[src/rtl/gpio_pkg.sv]
// Shared constants for the GPIO controller: register addresses and the widest supported port.
package gpio_pkg;

    localparam int GPIO_MAX_WIDTH = 32;

    localparam logic [2:0] GPIO_ADDR_OUT  = 3'd0;
    localparam logic [2:0] GPIO_ADDR_DIR  = 3'd1;
    localparam logic [2:0] GPIO_ADDR_IN   = 3'd2;
    localparam logic [2:0] GPIO_ADDR_IE   = 3'd3;
    localparam logic [2:0] GPIO_ADDR_EDGE = 3'd4;
    localparam logic [2:0] GPIO_ADDR_STAT = 3'd5;
    localparam logic [2:0] GPIO_ADDR_SET  = 3'd6;
    localparam logic [2:0] GPIO_ADDR_CLR  = 3'd7;

endpackage

[src/rtl/gpio_sync.sv]
// Multi-stage flop chain that brings asynchronous pad inputs into the clk domain.
module gpio_sync #(
    parameter int WIDTH  = 32,
    parameter int STAGES = 2
) (
    input  logic             clk,
    input  logic             rst_n,
    input  logic [WIDTH-1:0] d,
    output logic [WIDTH-1:0] q
);

    logic [WIDTH-1:0] r_stage [STAGES];

    always_ff @(posedge clk or negedge rst_n) begin
        if (!rst_n) begin
            for (int i = 0; i < STAGES; i++) begin
                r_stage[i] <= '0;
            end
        end else begin
            r_stage[0] <= d;
            for (int i = 1; i < STAGES; i++) begin
                r_stage[i] <= r_stage[i-1];
            end
        end
    end

    assign q = r_stage[STAGES-1];

endmodule

[src/rtl/gpio_ctrl.sv]
// Register-mapped GPIO block: output/direction registers, atomic set/clear,
// synchronised inputs and per-bit edge interrupts with write-1-to-clear status.
module gpio_ctrl
    import gpio_pkg::*;
#(
    parameter int WIDTH       = 32,
    parameter int SYNC_STAGES = 2
) (
    input  logic             clk,
    input  logic             rst_n,
    input  logic [2:0]       addr,
    input  logic             we,
    input  logic [WIDTH-1:0] wdata,
    output logic [WIDTH-1:0] rdata,
    input  logic [WIDTH-1:0] pin_in,
    output logic [WIDTH-1:0] pin_out,
    output logic [WIDTH-1:0] pin_oe,
    output logic             irq
);

    logic [WIDTH-1:0] r_out;
    logic [WIDTH-1:0] r_dir;
    logic [WIDTH-1:0] r_ie;
    logic [WIDTH-1:0] r_edge;
    logic [WIDTH-1:0] r_stat;
    logic [WIDTH-1:0] r_prev;
    logic [WIDTH-1:0] r_rdata;
    logic             r_irq;

    logic [WIDTH-1:0] w_sync;
    logic [WIDTH-1:0] w_evt;
    logic [WIDTH-1:0] w_clr_mask;
    logic [WIDTH-1:0] w_stat_next;
    logic [WIDTH-1:0] w_out_next;
    logic [WIDTH-1:0] w_rdata_next;
    logic             w_irq_next;

    gpio_sync #(
        .WIDTH  (WIDTH),
        .STAGES (SYNC_STAGES)
    ) u_sync (
        .clk   (clk),
        .rst_n (rst_n),
        .d     (pin_in),
        .q     (w_sync)
    );

    // Per-bit edge selection: EDGE=1 picks the rising edge, EDGE=0 the falling one.
    for (genvar gi = 0; gi < WIDTH; gi++) begin : g_edge
        logic w_rise;
        logic w_fall;
        assign w_rise    = w_sync[gi] & ~r_prev[gi];
        assign w_fall    = ~w_sync[gi] & r_prev[gi];
        assign w_evt[gi] = r_edge[gi] ? w_rise : w_fall;
    end

    assign w_clr_mask  = (we && addr == GPIO_ADDR_STAT) ? wdata : '0;
    // OR-ing the new events in last lets a fresh event win over a same-cycle clear.
    assign w_stat_next = (r_stat & ~w_clr_mask) | (w_evt & r_ie);
    assign w_irq_next  = |(w_stat_next & r_ie);

    always_comb begin
        w_out_next = r_out;
        if (we) begin
            case (addr)
                GPIO_ADDR_OUT: w_out_next = wdata;
                GPIO_ADDR_SET: w_out_next = r_out | wdata;
                GPIO_ADDR_CLR: w_out_next = r_out & ~wdata;
                default:       w_out_next = r_out;
            endcase
        end
    end

    always_comb begin
        w_rdata_next = '0;
        case (addr)
            GPIO_ADDR_OUT:  w_rdata_next = r_out;
            GPIO_ADDR_DIR:  w_rdata_next = r_dir;
            GPIO_ADDR_IN:   w_rdata_next = w_sync;
            GPIO_ADDR_IE:   w_rdata_next = r_ie;
            GPIO_ADDR_EDGE: w_rdata_next = r_edge;
            GPIO_ADDR_STAT: w_rdata_next = r_stat;
            default:        w_rdata_next = '0;
        endcase
    end

    always_ff @(posedge clk or negedge rst_n) begin
        if (!rst_n) begin
            r_out   <= '0;
            r_dir   <= '0;
            r_ie    <= '0;
            r_edge  <= '0;
            r_stat  <= '0;
            r_prev  <= '0;
            r_rdata <= '0;
            r_irq   <= 1'b0;
        end else begin
            r_out   <= w_out_next;
            r_stat  <= w_stat_next;
            r_prev  <= w_sync;
            r_rdata <= w_rdata_next;
            r_irq   <= w_irq_next;
            if (we && addr == GPIO_ADDR_DIR) begin
                r_dir <= wdata;
            end
            if (we && addr == GPIO_ADDR_IE) begin
                r_ie <= wdata;
            end
            if (we && addr == GPIO_ADDR_EDGE) begin
                r_edge <= wdata;
            end
        end
    end

    assign rdata   = r_rdata;
    assign pin_out = r_out;
    assign pin_oe  = r_dir;
    assign irq     = r_irq;

endmodule

[config.mk]
export PLATFORM = sky130hd
export DESIGN_NAME = gpio_ctrl
export DESIGN_NICKNAME = d
export VERILOG_FILES = /design/src/rtl/gpio_pkg.sv /design/src/rtl/gpio_sync.sv /design/src/rtl/gpio_ctrl.sv
export SDC_FILE = /design/constraint.sdc
export NUM_CORES = 1
export LEC_CHECK = 0
export CAP_MARGIN = 20
export CORE_MARGIN = 3
export CORE_UTILIZATION = 28
export DETAILED_ROUTE_END_ITERATION = 16
export HOLD_SLACK_MARGIN = 0.1
export PLACE_DENSITY_LB_ADDON = 0.1
export SYNTH_ARGS = -nofsm -noshare
export SYNTH_HDL_FRONTEND = slang
export SYNTH_SLANG_ARGS = --single-unit
[constraint.sdc]
create_clock -name clk -period 3 [get_ports clk]
set_clock_uncertainty 0.05 [all_clocks]
set_input_delay 0.45 -clock clk [delete_from_list [all_inputs] [get_ports clk]]
set_output_delay 0.45 -clock clk [all_outputs]
set_load 0.01 [all_outputs]
# Word-level counts from Yosys, hierarchy flattened
# Cells that the tools add are included.
dict set report word_totals {
  regBits 289
  inputBits 70
  output_inout_bits 97
  wordCells 196
}
dict set report classes {
  n_eq_ne 7
  mux 35
  n_bitwise 136
  reduce_logical 8
}
# cell n
set ops {}
lappend ops {{$pmux 32 s6} 1}
lappend ops {{$and 32x32->32} 4}
lappend ops {{$pmux 32 s3} 1}
lappend ops {{$and 1x1->1} 64}
lappend ops {{$not 1->1} 64}
lappend ops {{$not 32->32} 2}
lappend ops {{$or 32x32->32} 2}
lappend ops {{$mux 1} 32}
lappend ops {{$mux 32} 1}
lappend ops {{$reduce_or 32->1} 1}
lappend ops {{$eq 3x3->1 const B} 4}
lappend ops {{$eq 3x2->1 const B} 2}
lappend ops {{$logic_and 1x1->1} 4}
lappend ops {{$eq 3x1->1 const B} 1}
lappend ops {{$logic_not 3->1} 1}
lappend ops {{$reduce_bool 3->1} 1}
lappend ops {{$reduce_and 2->1} 1}

# Longest topological paths before layout
# Gate-level depths: netlist (run 1).
dict set report logic_depth {
  word_depth 8
  ltp_mapped 9
  depth_no_buf 6
}

# Hierarchy
# Synthesis (run 1) repeated with hierarchy kept, for this count alone.
dict set report hier_totals {
  cells_unflattened 947
  area_unflattened_um2 11612.4
}
# mod instances cells_each area_per_inst_um2 seq_area_each_um2
set modules_own_cells {}
lappend modules_own_cells {gpio_ctrl 1 851 9770.6 5630.4}
lappend modules_own_cells {gpio_sync 1 96 1841.8 1601.5}

# Worst setup path before layout (run 1)
# No wires, ideal clock.
dict set report synth_path {
  path_kind {input -> register}
  from {in addr[1]}
  to {reg r_irq (netlist: irq)}
  setup_time_ns 0.138
  arrival_ns 1.771
  required_time_ns 2.812
  path_slack_ns 1.041
  path_stages 9
  n_path_buf 3
  cell_sequence {buf_6 -> and4b_1 -> buf_6 -> buf_6 -> a21oi_2 -> nor4_2 -> nand3_1 -> nor4b_2 -> nand4_1}
}
dict set report synth_between {
  elab_chain_cells 8
}
# item line_no
set synth_lines {}
lappend synth_lines {{from (decl)} gpio_ctrl.sv:11} ;# input logic [2:0] addr,
lappend synth_lines {{$eq 3x3->1} gpio_ctrl.sv:57} ;# assign w_clr_mask = (we && addr == GPIO_ADDR_STAT) ? wdata : '0;
lappend synth_lines {{$logic_and 1x1->1} gpio_ctrl.sv:57}
lappend synth_lines {{$mux 32} gpio_ctrl.sv:57}
lappend synth_lines {{$not 32->32} gpio_ctrl.sv:59} ;# assign w_stat_next = (r_stat & ~w_clr_mask) | (w_evt & r_ie);
lappend synth_lines {{$and 32x32->32} gpio_ctrl.sv:59}
lappend synth_lines {{$or 32x32->32} gpio_ctrl.sv:59}
lappend synth_lines {{$and 32x32->32} gpio_ctrl.sv:60} ;# assign w_irq_next = |(w_stat_next & r_ie);
lappend synth_lines {{$reduce_or 32->1} gpio_ctrl.sv:60}
lappend synth_lines {{named net w_irq_next} gpio_ctrl.sv:36} ;# logic w_irq_next;
lappend synth_lines {{to (signal assigned)} gpio_ctrl.sv:102} ;# r_irq <= w_irq_next;
lappend synth_lines {{to (decl)} gpio_ctrl.sv:28} ;# logic r_irq;
# The timed path passes the listed nets, and every way through them passes these cells.
# A chain may end at the register's enable or synchronous reset.

# Final worst setup path (run 1)
dict set report layout_path {
  from {in we}
  to {reg r_irq (netlist: irq)}
}
dict set report layout_between {
  elab_chain_cells 7
}
# item line_no
set layout_lines {}
lappend layout_lines {{from (decl)} gpio_ctrl.sv:12} ;# input logic we,
lappend layout_lines {{$logic_and 1x1->1} gpio_ctrl.sv:57}
lappend layout_lines {{$mux 32} gpio_ctrl.sv:57}
lappend layout_lines {{$not 32->32} gpio_ctrl.sv:59}
lappend layout_lines {{$and 32x32->32} gpio_ctrl.sv:59}
lappend layout_lines {{$or 32x32->32} gpio_ctrl.sv:59}
lappend layout_lines {{$and 32x32->32} gpio_ctrl.sv:60}
lappend layout_lines {{$reduce_or 32->1} gpio_ctrl.sv:60}
lappend layout_lines {{named net w_irq_next} gpio_ctrl.sv:36}
# The timed path passes the listed nets, and every way through them passes these cells.

==> results.txt, run 1 <==
The flow ran to the end, and the final reports show no timing, DRC or antenna violations. The portion of total power attributed to combinational logic came out at roughly 18%. The tightest slew margin relative to the limit is 61.88%. The area of the die came out at between 40000 and 50000 sq um. The post-synthesis async set-or-reset flop share came out at between 90% and 100%. The leakage component of the power is 6.305 nW. The worst supply voltage drop on vdd came out at 0.3350 mV. The largest fanout of any net on the critical path is 46. The met3 global-route usage came out at 3.657%. The global routing stage identified its most utilized layer as met2. The total clock buffers created by CTS is 35.

The number of instances in the synthesized netlist is around 900. The switching power summed over all nets came out at 3.046 mW. The HPWL after detailed placement is around 23000 um. The later-pin clock latency in the skew report came out at 0.53 ns. The number of levels in the clock H-tree is 2. Clock tree synthesis found a total of slightly below 300 sinks. The setup path with the least slack is of type in -> reg. The detail route stage leaves a number of antenna-violating nets equal to 0. The design internal power came out at 8.033 mW.

The max-capacitance violation count is 0. Once layout is done, the placed cells without fillers occupy 14920 sq um. Leaving out fill and tap cells, the most frequent cells in the layout are dfrtp_1 (289), clkdlybuf4s50_1 (165), nand2_1 (128). The clock network burns a little over a third of the power. The die is 207.5 um wide. The number of register bits inferred by synthesis is 289. The filler-free cell count of the finished design is 1646. Subtracting the final worst setup slack from the clock period gives roughly 2.3 ns.

The number of pins with negative max-slew slack in the final report is 0. The most used flip-flop cell after synthesis is dfrtp_1. Entering global routing, the biggest net connects 71 pins.

The portion of the post-synthesis area used by sequential elements came out at 63.59%. The number of hold violations in the final report is 0. ~170 I/O pins were placed. Power spread over the standard cell area amounts to 742.3 nW/um^2. After synthesis, the mean cell area works out to ~12 sq um. The post-synthesis to final-layout area growth came out at 31.24%. The count of final setup violators came out at 0. The proportion of layout cells with a drive suffix above 1 came out at 16.70%. The count of buffers from port buffering came out at ~170. In this run the biggest area consumer among cell types represents 63.59% of the synthesized area. The cell area after synthesis came out at 11370 sq um. The overall routing resource usage came out at 16.95%. The largest total area in the synthesized netlist belongs to dfrtp_1. The part of the total power dissipated in sequential elements is between 40 and 50%. The worst setup path is captured at a flop. The multi-input gate area in the final layout came out at 3956 sq um. The final route contains around 8100 vias.

The peak clock frequency supported by timing is ~430 MHz. Overall power consumption after layout is estimated at between 10 and 15 mW. The total congestion overflow after global routing came out at 0. The final layout contains 1173 nets. For this block, the routed nets add up to 36510 um of wire. The vertical die dimension came out at between 200 and 250 um. The synthesized netlist net count came out at 985. The cell area after placement is 13840 sq um. The core footprint is about 40000 sq um. The average wire per standard cell came out at 22.18 um. The arrival time reported for the critical path endpoint came out at 2.66 ns. The wire length of the first global-routing pass came out at 56010 um. Fill cells in the final layout number 3859. In this run the worst hold path is classified as reg -> reg. The initial DRC count is approximately 460.

Clock tree synthesis selected as its root buffer the cell clkbuf_16. The standard-cell row count is 73. The global routing usage on met2 is between 20 and 30%. The worst setup path is launched from an input pin. Net switching is 27.49% of the power. Once the floorplan was initialized, standard cells occupied 28.49% of the core. For this run, design rule violations remaining after detail routing come to 0.

The synthesis warning total is 0. The post-CTS setup buffer count is 0. The clock transition time at the flip-flop clock pins of the worst setup and hold paths is roughly 0.060 ns.

The first TritonRoute pass finished after 5 iterations. Data on the critical path is required at its endpoint by 3.34 ns. The met1 demand-to-capacity share in global routing is 22.37%. The via count of the first global-routing pass is 8625.

The core utilization of the finished layout came out at 37.39%. The count of flip-flops with a built-in enable after synthesis came out at 0. The share of the cycle needed by the critical path after routing came out at between 70% and 80%. Leaving out fill and tap cells, the most frequent cell in the layout is dfrtp_1. The final-layout setup total negative slack came out at 0 ns. Once placement completed, the tool counted placed cells totaling about 1600. TritonCTS built the clock tree. The area used by sequential logic in the layout came out at slightly above 7000 sq um. The worst-margin pin slew came out at 0.5658 ns. Yosys attributes the largest share of cell area to dfrtp_1 (64%), mux2_2 (9.2%), a22oi_1 (6.3%). The final weighted congestion of routability-driven global placement is 0.7255. Setup repair after global routing left no endpoint under its margin.

The post-synthesis cell type count came out at 32. The number of antenna violations at the first check in global routing is 1. The ratio of routed vias to standard cells is 4.926. The maximum buffer depth of the clock tree came out at 3.

The reg-to-reg setup timing slack came out at 0.77 ns.
synth_stat cells (3+ instances only):
cell / n
nand3_1: 46
nand2_1: 129
nor2_1: 16
buf_2: 12
mux2_2: 93
nand4_1: 10
dfrtp_1: 289
a22oi_1: 96
buf_6: 3
clkbuf_1: 31
a22o_1: 32
a21oi_1: 13
o21ai_0: 64
mux2_1: 3
a31oi_1: 7
nor3b_1: 34
and3b_1: 18
power groups by stage:
stage | logic (mW) | clock network [mW] | registers (mW)
after floorplan | 0.828 | 0 | 5.10
after global placement | 1.99 | 0 | 5.17
after detailed placement | 2.01 | 0 | 5.16
after CTS | 2.02 | 4.16 | 5.10
after global routing | 2.17 | 4.33 | 5.19
final | 1.97 | 4.01 | 5.10
layout make-up:
type / instances / area share [%]
antenna: 1 / 0.01677
clock buffer: 50 / 6.866
clock inverter: 4 / 0.3186
multi-input combinational: 578 / 26.51
sequential: 289 / 48.46
tap: 525 / 4.401
timing repair buffer: 199 / 13.43
registers in the layout, summed over array words and instances, names as in the netlist:
register / flops
irq: 1
r_prev: 32
pin_oe: 32
r_edge: 32
r_stat: 32
pin_out: 32
u_sync.q: 32
rdata: 32
u_sync.r_stage: 32
r_ie: 32
worst paths after layout:
path,from,end,depth (start not counted)
min in group asynchronous,rst_n,rdata[6]$_DFF_PN0_,2
min reg2reg,u_sync.r_stage[63]$_DFF_PN0_,u_sync.q[31]$_DFF_PN0_,0
max reg2reg,u_sync.q[10]$_DFF_PN0_,irq$_DFF_PN0_,6
min,u_sync.r_stage[63]$_DFF_PN0_,u_sync.q[31]$_DFF_PN0_,0
max,we,irq$_DFF_PN0_,8
max in group asynchronous,rst_n,r_prev[23]$_DFF_PN0_,3
critical path, stage by stage:
cell and delay, ns:
clkdlybuf4s50_1 0.58, and4b_2 0.32, buf_12 0.25, nand2_1 0.10, a31oi_1 0.18, nor4bb_1 0.39, nor4b_2 0.26, nand4_1 0.10
metal layers:
layer	up-vias	routed length (um)	share of wire [%]
li1	3728	-	-
met2	173	17960	49
met4	2	592	1.6
met5	-	13	0.036
met1	4159	16450	45
met3	46	1486	4.1
through the flow:
stage / setup WS, ns / hold slack (ns)
after floorplan: 1.041 / 0.1044
after global placement: 0.2017 / 0.2844
final: 0.6794 / 0.2921
after CTS: 0.6595 / 0.2782
after global routing: 0.5309 / 0.2838
after detailed placement: 0.1178 / 0.2847
timing repair:
action	CTS	global route
endpoints found under the hold margin	61	0
hold buffers	1	0
gates resized for setup	0	0
logic make-up after synthesis:
group           synth area share [%]
buf+inv                        1.947
mux                            9.506
flops                          63.59
simple gates                   12.15
xor+xnor                     0.07703
compound gates                 12.73
No activity file was read; power rests on OpenSTA's default activity.
==> run 2: changes to the inputs <==
Clock period 3 ns to 2.2 ns, I/O delays scaled along.
==> run 2 against run 1 <==
Hold slack lost 0.099 ns. Register-to-register slack lost 0.60 ns. Largest power group unchanged. Worst setup slack lost 0.51 ns.
==> results.txt, run 2 (synthesized netlist as in run 1, its figures left out) <==
The number of pins with negative max-slew slack in the final report came out at 0 (unchanged). The total congestion overflow after global routing came out at 0 (unchanged). The design internal power is 10.89 mW (+36%). The root buffer cell chosen for the clock tree is clkbuf_16. The worst supply voltage drop on vdd is 0.3907 mV (+17%). The standard-cell row count is 73 (unchanged). The fraction of power spent switching nets came to 28.08% (+0.59 points). STA classifies the critical path endpoint as a flop. The average wire per standard cell came out at 21.57 um (-2.8%). The number of sinks handled by clock tree synthesis is 289 (unchanged). The flow ran to the end, and the final reports show no timing, DRC or antenna violations. The arrival time reported for the critical path endpoint came out at 2.35 ns (-0.31 ns). The layout net count came out at 1210 (+3.2%). The final instance area is 15330 sq um (+2.7%). The share of power burned in the clock network is 35.8% (-0.4 points). The core utilization of the finished layout was 38.40% (+1.0 points). The final weighted congestion of routability-driven global placement came to 0.7578 (+4.5%). The wire length of the first global-routing pass is 56060 um (about the same).

The switching power summed over all nets came out at 4.253 mW (+40%). The max-capacitance violation count is 0 (unchanged). The core footprint was 39910 sq um (unchanged). The largest fanout of any net on the critical path came to 4 (-91%). STA classifies the critical path startpoint as a flop. The overall power of the completed layout is 15.14 mW (+37%). The worst setup path is of the reg -> reg kind. The number of top-level pins came out at 167 (unchanged). The via count of the first global-routing pass is 8681 (+0.65%). The width of the chip is 207.5 um (unchanged). The library cells used most frequently in the layout, excluding fill and tap cells, are dfrtp_1 (289), clkdlybuf4s50_1 (165), nand2_1 (128). The total clock buffers created by CTS came out at 35 (unchanged). The delay of the slowest cell on the worst path was 0.43 ns (-0.15 ns).

The number of antenna violations at the first check in global routing came out at 1 (unchanged). The total wirelength of the detailed-routed design is 36390 um (-0.33%). The ratio of routed vias to standard cells is 4.882 (-0.89%). The cell with the largest stage delay on the worst path is dfrtp_1. The portion of total power attributed to combinational logic is 18.4% (+0.6 points). The later-pin clock latency in the skew report came out at 0.52 ns (about the same). The total inserted antenna cells came out at 0 (-1). The largest net degree at the start of global routing came out at 85 (+20%). The post-route DRC violation count came to 0 (unchanged). The number of levels in the clock H-tree is 2 (unchanged).

The routed via count is 8236 (+1.6%). The total iterations of the first detailed-routing run came out at 5 (unchanged). The clock transition time at the flip-flop clock pins of the worst setup and hold paths came out at 0.06 ns (about the same).

The half-perimeter wire length after placement came out at 24970 um (+6.3%). By instance count, the cell type seen most on the critical path is nand4_1. The power density over the cells came to 988.0 nW/um^2 (+33%). The final critical-path required period is between 2 and 2.5 ns.

The count of buffers from port buffering came to 166 (unchanged). TritonCTS built the clock tree. The initial DRC count came out at 452 (-0.88%). The maximum buffer depth of the clock tree is 3 (unchanged). The data required time of the critical path came to 2.52 ns (-0.82 ns).

The worst path uses around 90% of the clock period. The number of hold violations in the final report is 0 (unchanged). The leakage component of the power came to 6.533 nW (+3.6%). The post-synthesis to final-layout area growth came out at 34.79%. The peak clock frequency supported by timing is 492.8 MHz. The worst-margin pin slew is 0.5386 ns (-0.02720 ns). The effective utilization at floorplan came to 28.49% (unchanged). The area of the die came out at 43070 sq um (unchanged).

The vertical die dimension came out at 207.5 um (unchanged). Walking the worst path, the cells encountered are and3b_1 > o21ai_0 > nand4_1 > nor4bb_1 > buf_4 > nor4b_2 > nand4_1. Setup repair after global routing left no endpoint under its margin. The post-detailed-route count of antenna-violating nets was 0 (unchanged). The overall routing resource usage was 16.88% (-0.072 points).

The leading cell type in the layout, fill and taps excluded is dfrtp_1. The proportion of layout cells with a drive suffix above 1 is 19.71% (+3.0 points). The worst hold path belongs to the class in -> reg.

The tightest slew margin relative to the limit was 64.10% (+2.2 points). The count of final setup violators came out at 0 (unchanged). The part of the total power dissipated in sequential elements came out at 45.8% (-0.2 points). The cell area after placement is 14250 sq um (+3.0%).
-- run 2: cell types whose count changed in the layout (fill, tap and decap cells not counted) --
cell and delta:
buf_12 +11, inv_6 +3, clkbuf_8 -1, buf_4 +26, clkinvlp_4 -1, clkbuf_16 -2
diode_2 -1, clkinv_2 +5, inv_8 +1
-- run 2: layout make-up --
type,instances,area (sq um)
Fill cell,3827,24590
Sequential cell,289,7232
Multi-Input combinational cell,578,3956
Timing Repair Buffer,236,2420
Clock buffer,47,960.9
Tap cell,525,656.9
Clock inverter,12,102.6
-- run 2: power by group through the flow --
stage / combinational (mW) / sequential [mW] / clock [mW]
2_1_floorplan: 1.13 / 6.95 / 0
3_3_place_gp: 2.81 / 7.03 / 0
3_5_place_dp: 2.83 / 7.03 / 0
4_1_cts: 2.85 / 6.95 / 5.61
5_1_grt: 3.03 / 7.08 / 5.82
6_report: 2.78 / 6.94 / 5.42
-- run 2: worst paths after layout --
check / startpoint / end / slack (ns) / cells past startpoint
worst max-delay path: u_sync.q[1]$_DFF_PN0_ / irq$_DFF_PN0_ / 0.17 / 7
worst min-delay path: pin_in[12] / u_sync.r_stage[44]$_DFF_PN0_ / 0.19 / 1
worst max register to register: u_sync.q[1]$_DFF_PN0_ / irq$_DFF_PN0_ / 0.17 / 7
worst min register to register: u_sync.r_stage[49]$_DFF_PN0_ / u_sync.q[17]$_DFF_PN0_ / 0.29 / 0
max in group asynchronous: rst_n / rdata[13]$_DFF_PN0_ / 1.13 / 3
min in group asynchronous: rst_n / u_sync.q[6]$_DFF_PN0_ / 0.22 / 2
-- run 2: repair_timing --
| action | in CTS | in global routing |
|---|---|---|
| setup buffers | 0 | 0 |
| resized for setup | 0 | 0 |
| hold buffers | 1 | 0 |
| endpoints found under the hold margin | 289 | 0 |
-- run 2: layer usage --
layer  vias up  routed length (um)  global-route usage (%)
li1       3802                   -                       -
met1      4180               16610                   23.11
met2       206               17490                   28.04
met3        48                1461                   2.614
met4         0                 830                   4.518
met5         -                   0                       0
-- run 2: metrics by stage --
step	cells	TNS [ns]	hold slack, ns	setup WS, ns
after global routing	1687	0	0.1703	0.02064
after CTS	1687	0	0.1599	0.1380
after detailed placement	1627	-0.3646	0.1662	-0.3646
after floorplan	915	0	-0.01559	0.3609
final	1687	0	0.1928	0.1706
after global placement	1627	-0.3559	0.1696	-0.3559
-- run 2: worst max-delay path, delay by kind of cell, from the launching register on --
| kind | cells | cell delay, ns |
|---|---|---|
| AO/OA/AOI/OAI | 1 | 0.29 |
| buffers and inverters | 1 | 0.17 |
| flip-flops | 1 | 0.43 |
| AND/OR/NAND/NOR | 5 | 0.96 |
==> run 3: changes to the inputs <==
Settings changed: SYNTH_HIERARCHICAL from default to 1.
==> run 3 against run 2 <==
Cell count up 0.65%. Hold slack worse by 0.0073 ns. Design area up 0.80%. Power up 2.5%. Maximum frequency down 3.4%. Synthesized cell count up 3.5%. Area after synthesis up 2.1%. Global-route usage up 0.48 points. Critical endpoint unchanged. Largest power group unchanged. Highest routed layer unchanged.
==> results.txt, run 3 <==
The count of final setup violators came to 0 (unchanged). The worst reg2reg path depth is 7 (unchanged). The width of the chip is 209.7 um (+1.0%).

The ratio of routed vias to standard cells was 4.956 (+1.5%). The routed via count was 8416 (+2.2%). Counting stages on the worst path, the most repeated cell is nand4_1. The final instance area is 15450 sq um (+0.80%). The tightest min-delay check is of the in -> reg type.

The count of buffers from port buffering is 166 (unchanged). The post-synthesis async set-or-reset flop share is 100.0% (unchanged). Grouping stages by cell kind, the critical path spends the most delay in simple AND/OR/NAND/NOR gates.

The number of hold violations in the final report came out at 0 (unchanged). The cell area after placement is 14290 sq um (+0.26%). The switching power summed over all nets is 4.300 mW (+1.1%).

TritonCTS built the clock tree. The final critical-path required period came to 2.101 ns (+0.07191 ns). The area of the die is 43950 sq um (+2.1%).

Walking the worst path, the cells encountered are and3b_1 > o21ai_0 > nand4_1 > nor4bb_2 > buf_4 > nor4b_2 > nand4_1. The vertical die dimension is 209.7 um (+1.0%). The number of instances in the synthesized netlist is 947 (+3.5%). The total congestion overflow after global routing is 0 (unchanged). STA classifies the critical path endpoint as a flop.

The fraction of the mapped netlist area in adder cells is 0% (unchanged). The number of sinks handled by clock tree synthesis is 289 (unchanged). The via count of the first global-routing pass is 8943 (+3.0%). The number of buffers and inverters on the critical path is 1 (unchanged).

The total wirelength of the detailed-routed design came to 37950 um (+4.3%). Clock tree synthesis selected as its root buffer the cell clkbuf_16. The half-perimeter wire length after placement was 26840 um (+7.5%). The number of register bits inferred by synthesis came out at 289 (unchanged). The post-synthesis simple-gate area fraction came out at 11.90% (-0.25 points).

The tightest slew margin relative to the limit came out at 69.18% (+5.1 points). The total inserted antenna cells came out at 0 (unchanged). The post-CTS setup buffer count came out at 0 (unchanged). The compound-gate portion of the synthesized area came to 12.47% (-0.26 points). STA classifies the critical path startpoint as a flop. The leading area contributor after synthesis is dfrtp_1. The count of flip-flops with a built-in enable after synthesis is 0 (unchanged). The proportion of layout cells with a drive suffix above 1 is 20.55% (+0.84 points). Yosys instantiated no cell more often than dfrtp_1.

The fraction of synthesized area in multiplexers came out at 9.309% (-0.20 points). The final weighted congestion of routability-driven global placement is 0.7719 (+1.9%). The largest net degree at the start of global routing is 62 (-27%).

The worst hold path depth was 1 (unchanged). The worst supply voltage drop on vdd came out at 0.4755 mV (+22%). The data required time of the critical path came out at 2.53 ns (about the same). The largest fanout of any net on the critical path came out at 4 (unchanged).

The core utilization of the finished layout came to 38.27% (-0.13 points). The portion of total power attributed to combinational logic is 18.0% (-0.4 points). The post-synthesis to final-layout area growth is 33.06%. The wire length of the first global-routing pass is 58140 um (+3.7%).

By area, the combinational part of the netlist is dominated by compound AO/OA/AOI/OAI gates. The cell area after synthesis is 11610 sq um (+2.1%). The number of logic stages on the critical path including buffering is 7 (unchanged).

The clock transition time at the flip-flop clock pins of the worst setup and hold paths came to 0.06 ns (about the same). The maximum buffer depth of the clock tree came out at 3 (unchanged). The overall routing resource usage came to 17.36% (+0.48 points). The delay of the slowest cell on the worst path is 0.42 ns (about the same). The share of the cycle needed by the critical path after routing came out at 95.51% (+3.3 points). The average wire per standard cell came to 22.35 um (+3.6%).

The worst-margin pin slew was 0.4574 ns (-0.08114 ns). The average cell area after synthesis is 12.26 sq um (-1.3%). By count the netlist is led by dfrtp_1 (289), nand2_1 (129), a22oi_1 (96), mux2_2 (93), o21ai_0 (64). The number of antenna violations at the first check in global routing is 0 (-1). The area share of the largest cell type after synthesis is 62.28% (-1.3 points). The standard-cell row count came out at 73 (unchanged). The post-route DRC violation count came out at 0 (unchanged). The largest individual stage delay along the critical path comes from the cell dfrtp_1.

The synthesis warning total came out at 6 (+6). The library cell used most frequently in the layout, excluding fill and tap cells, is dfrtp_1. The peak clock frequency supported by timing is 475.9 MHz (-3.4%).

The synthesized netlist net count was 1017 (+3.2%). The leakage component of the power is 6.614 nW (+1.2%). The portion of the post-synthesis area used by sequential elements is 62.28% (-1.3 points). The flow ran to the end, and the final reports show no timing, DRC or antenna violations. The core footprint came out at 40370 sq um (+1.1%). The design internal power is 11.23 mW (+3.1%). The layout net count came out at 1220 (+0.83%). The post-detailed-route count of antenna-violating nets is 0 (unchanged). The fraction of power spent switching nets came to 27.69% (-0.39 points). In the synthesized netlist the dominant register cell turns out to be dfrtp_1. The post-synthesis cell type count came out at 32 (unchanged).

The worst setup path is of the reg -> reg kind. Ranked by total cell area, the synthesized netlist is headed by dfrtp_1 (62%), mux2_2 (9.0%), a22oi_1 (6.2%). The effective utilization at floorplan came out at 28.76% (+0.27 points). The later-pin clock latency in the skew report came out at 0.53 ns (about the same). The power density over the cells is 1005 nW/um^2 (+1.7%). The max-capacitance violation count came out at 0 (unchanged). The number of levels in the clock H-tree is 2 (unchanged). The share of power burned in the clock network came out at 37.1% (+1.3 points).

The part of the total power dissipated in sequential elements is 44.9% (-0.9 points). In the layout the commonest cells are dfrtp_1 (289), clkdlybuf4s50_1 (165), nand2_1 (128). The arrival time reported for the critical path endpoint is 2.43 ns (+0.08 ns).

The area share of xor/xnor cells in the synthesized design is 0.07542% (-0.0016 points). The number of top-level pins came to 167 (unchanged). The number of pins with negative max-slew slack in the final report was 0 (unchanged). The initial DRC count is 562 (+24%). The total iterations of the first detailed-routing run came out at 5 (unchanged). The total clock buffers created by CTS came out at 35 (unchanged). The filler cell count in the final layout was 3969 (+3.7%).
==> run 3: logic make-up after synthesis <==
| family | Yosys count |
|---|---|
| multiplexers | 96 |
| flip-flops | 289 |
| AND/OR/NAND/NOR | 267 |
| buffers and inverters | 80 |
| AO/OA/AOI/OAI | 214 |
| XOR/XNOR | 1 |
==> run 3: routing by layer <==
metal  vias to the layer above  routed length, um  track usage [%]  share of wire [%]
met1                      4328              16940            23.38                 45
met4                         0                739            4.319                1.9
met5                         -                  0                0                  0
li1                       3841                  -                -                  -
met3                        48               1787            3.558                4.7
met2                       199              18480            28.78                 49
==> run 3: timing repair <==
item	in CTS	in global routing
resized for setup	0	4
endpoints found under the setup margin	0	1
hold endpoints to repair	251	0
hold buffers	1	0
==> run 3: power groups by stage <==
| stage | clock (mW) | sequential [mW] | combinational, mW |
|---|---|---|---|
| 4_1_cts | 5.96 | 6.98 | 2.84 |
| 6_report | 5.76 | 6.97 | 2.80 |
| 3_5_place_dp | 0 | 7.06 | 2.83 |
| 5_1_grt | 6.18 | 7.10 | 3.05 |
| 2_1_floorplan | 0 | 6.93 | 1.19 |
| 3_3_place_gp | 0 | 7.06 | 2.81 |
==> run 3: final cells by class <==
cell class | count | area, sq um | area share, %
clock buffer | 52 | 1052 | 6.810
sequential | 289 | 7232 | 46.81
multi-input combinational | 578 | 3963 | 25.65
tap | 525 | 656.9 | 4.251
clock inverter | 8 | 90.09 | 0.5830
timing repair buffer | 246 | 2457 | 15.90
==> run 3: worst paths after layout <==
| check | start | endpoint | slack (ns) |
|---|---|---|---|
| worst max register to register | u_sync/q[4]$_DFF_PN0_ | irq$_DFF_PN0_ | 0.1 |
| min in group asynchronous | rst_n | rdata[18]$_DFF_PN0_ | 0.26 |
| worst max-delay path | u_sync/q[4]$_DFF_PN0_ | irq$_DFF_PN0_ | 0.1 |
| worst min-delay path | pin_in[14] | u_sync/r_stage[46]$_DFF_PN0_ | 0.19 |
| max in group asynchronous | rst_n | pin_oe[4]$_DFFE_PN0P_ | 1.16 |
| worst min register to register | u_sync/r_stage[42]$_DFF_PN0_ | u_sync/q[10]$_DFF_PN0_ | 0.29 |
==> run 3: stage by stage <==
step | std cells | TNS (ns) | hold WS, ns | total power [mW] | setup WS (ns)
after global placement | 1637 | -0.2669 | 0.2243 | 9.871 | -0.2615
after global routing | 1698 | -0.01502 | 0.1628 | 16.34 | -0.01502
after detailed placement | 1637 | -0.3517 | 0.2288 | 9.890 | -0.3239
after floorplan | 947 | 0 | -0.01559 | 8.118 | 0.3608
final | 1698 | 0 | 0.1855 | 15.53 | 0.09868
after CTS | 1698 | 0 | 0.1536 | 15.78 | 0.07112
==> run 3: worst reg2reg max path, stage by stage (launching register included) <==
cell and delay (ns):
dfrtp_1 0.42, and3b_1 0.18, o21ai_0 0.27, nand4_1 0.24, nor4bb_2 0.36, buf_4 0.15
nor4b_2 0.18, nand4_1 0.12
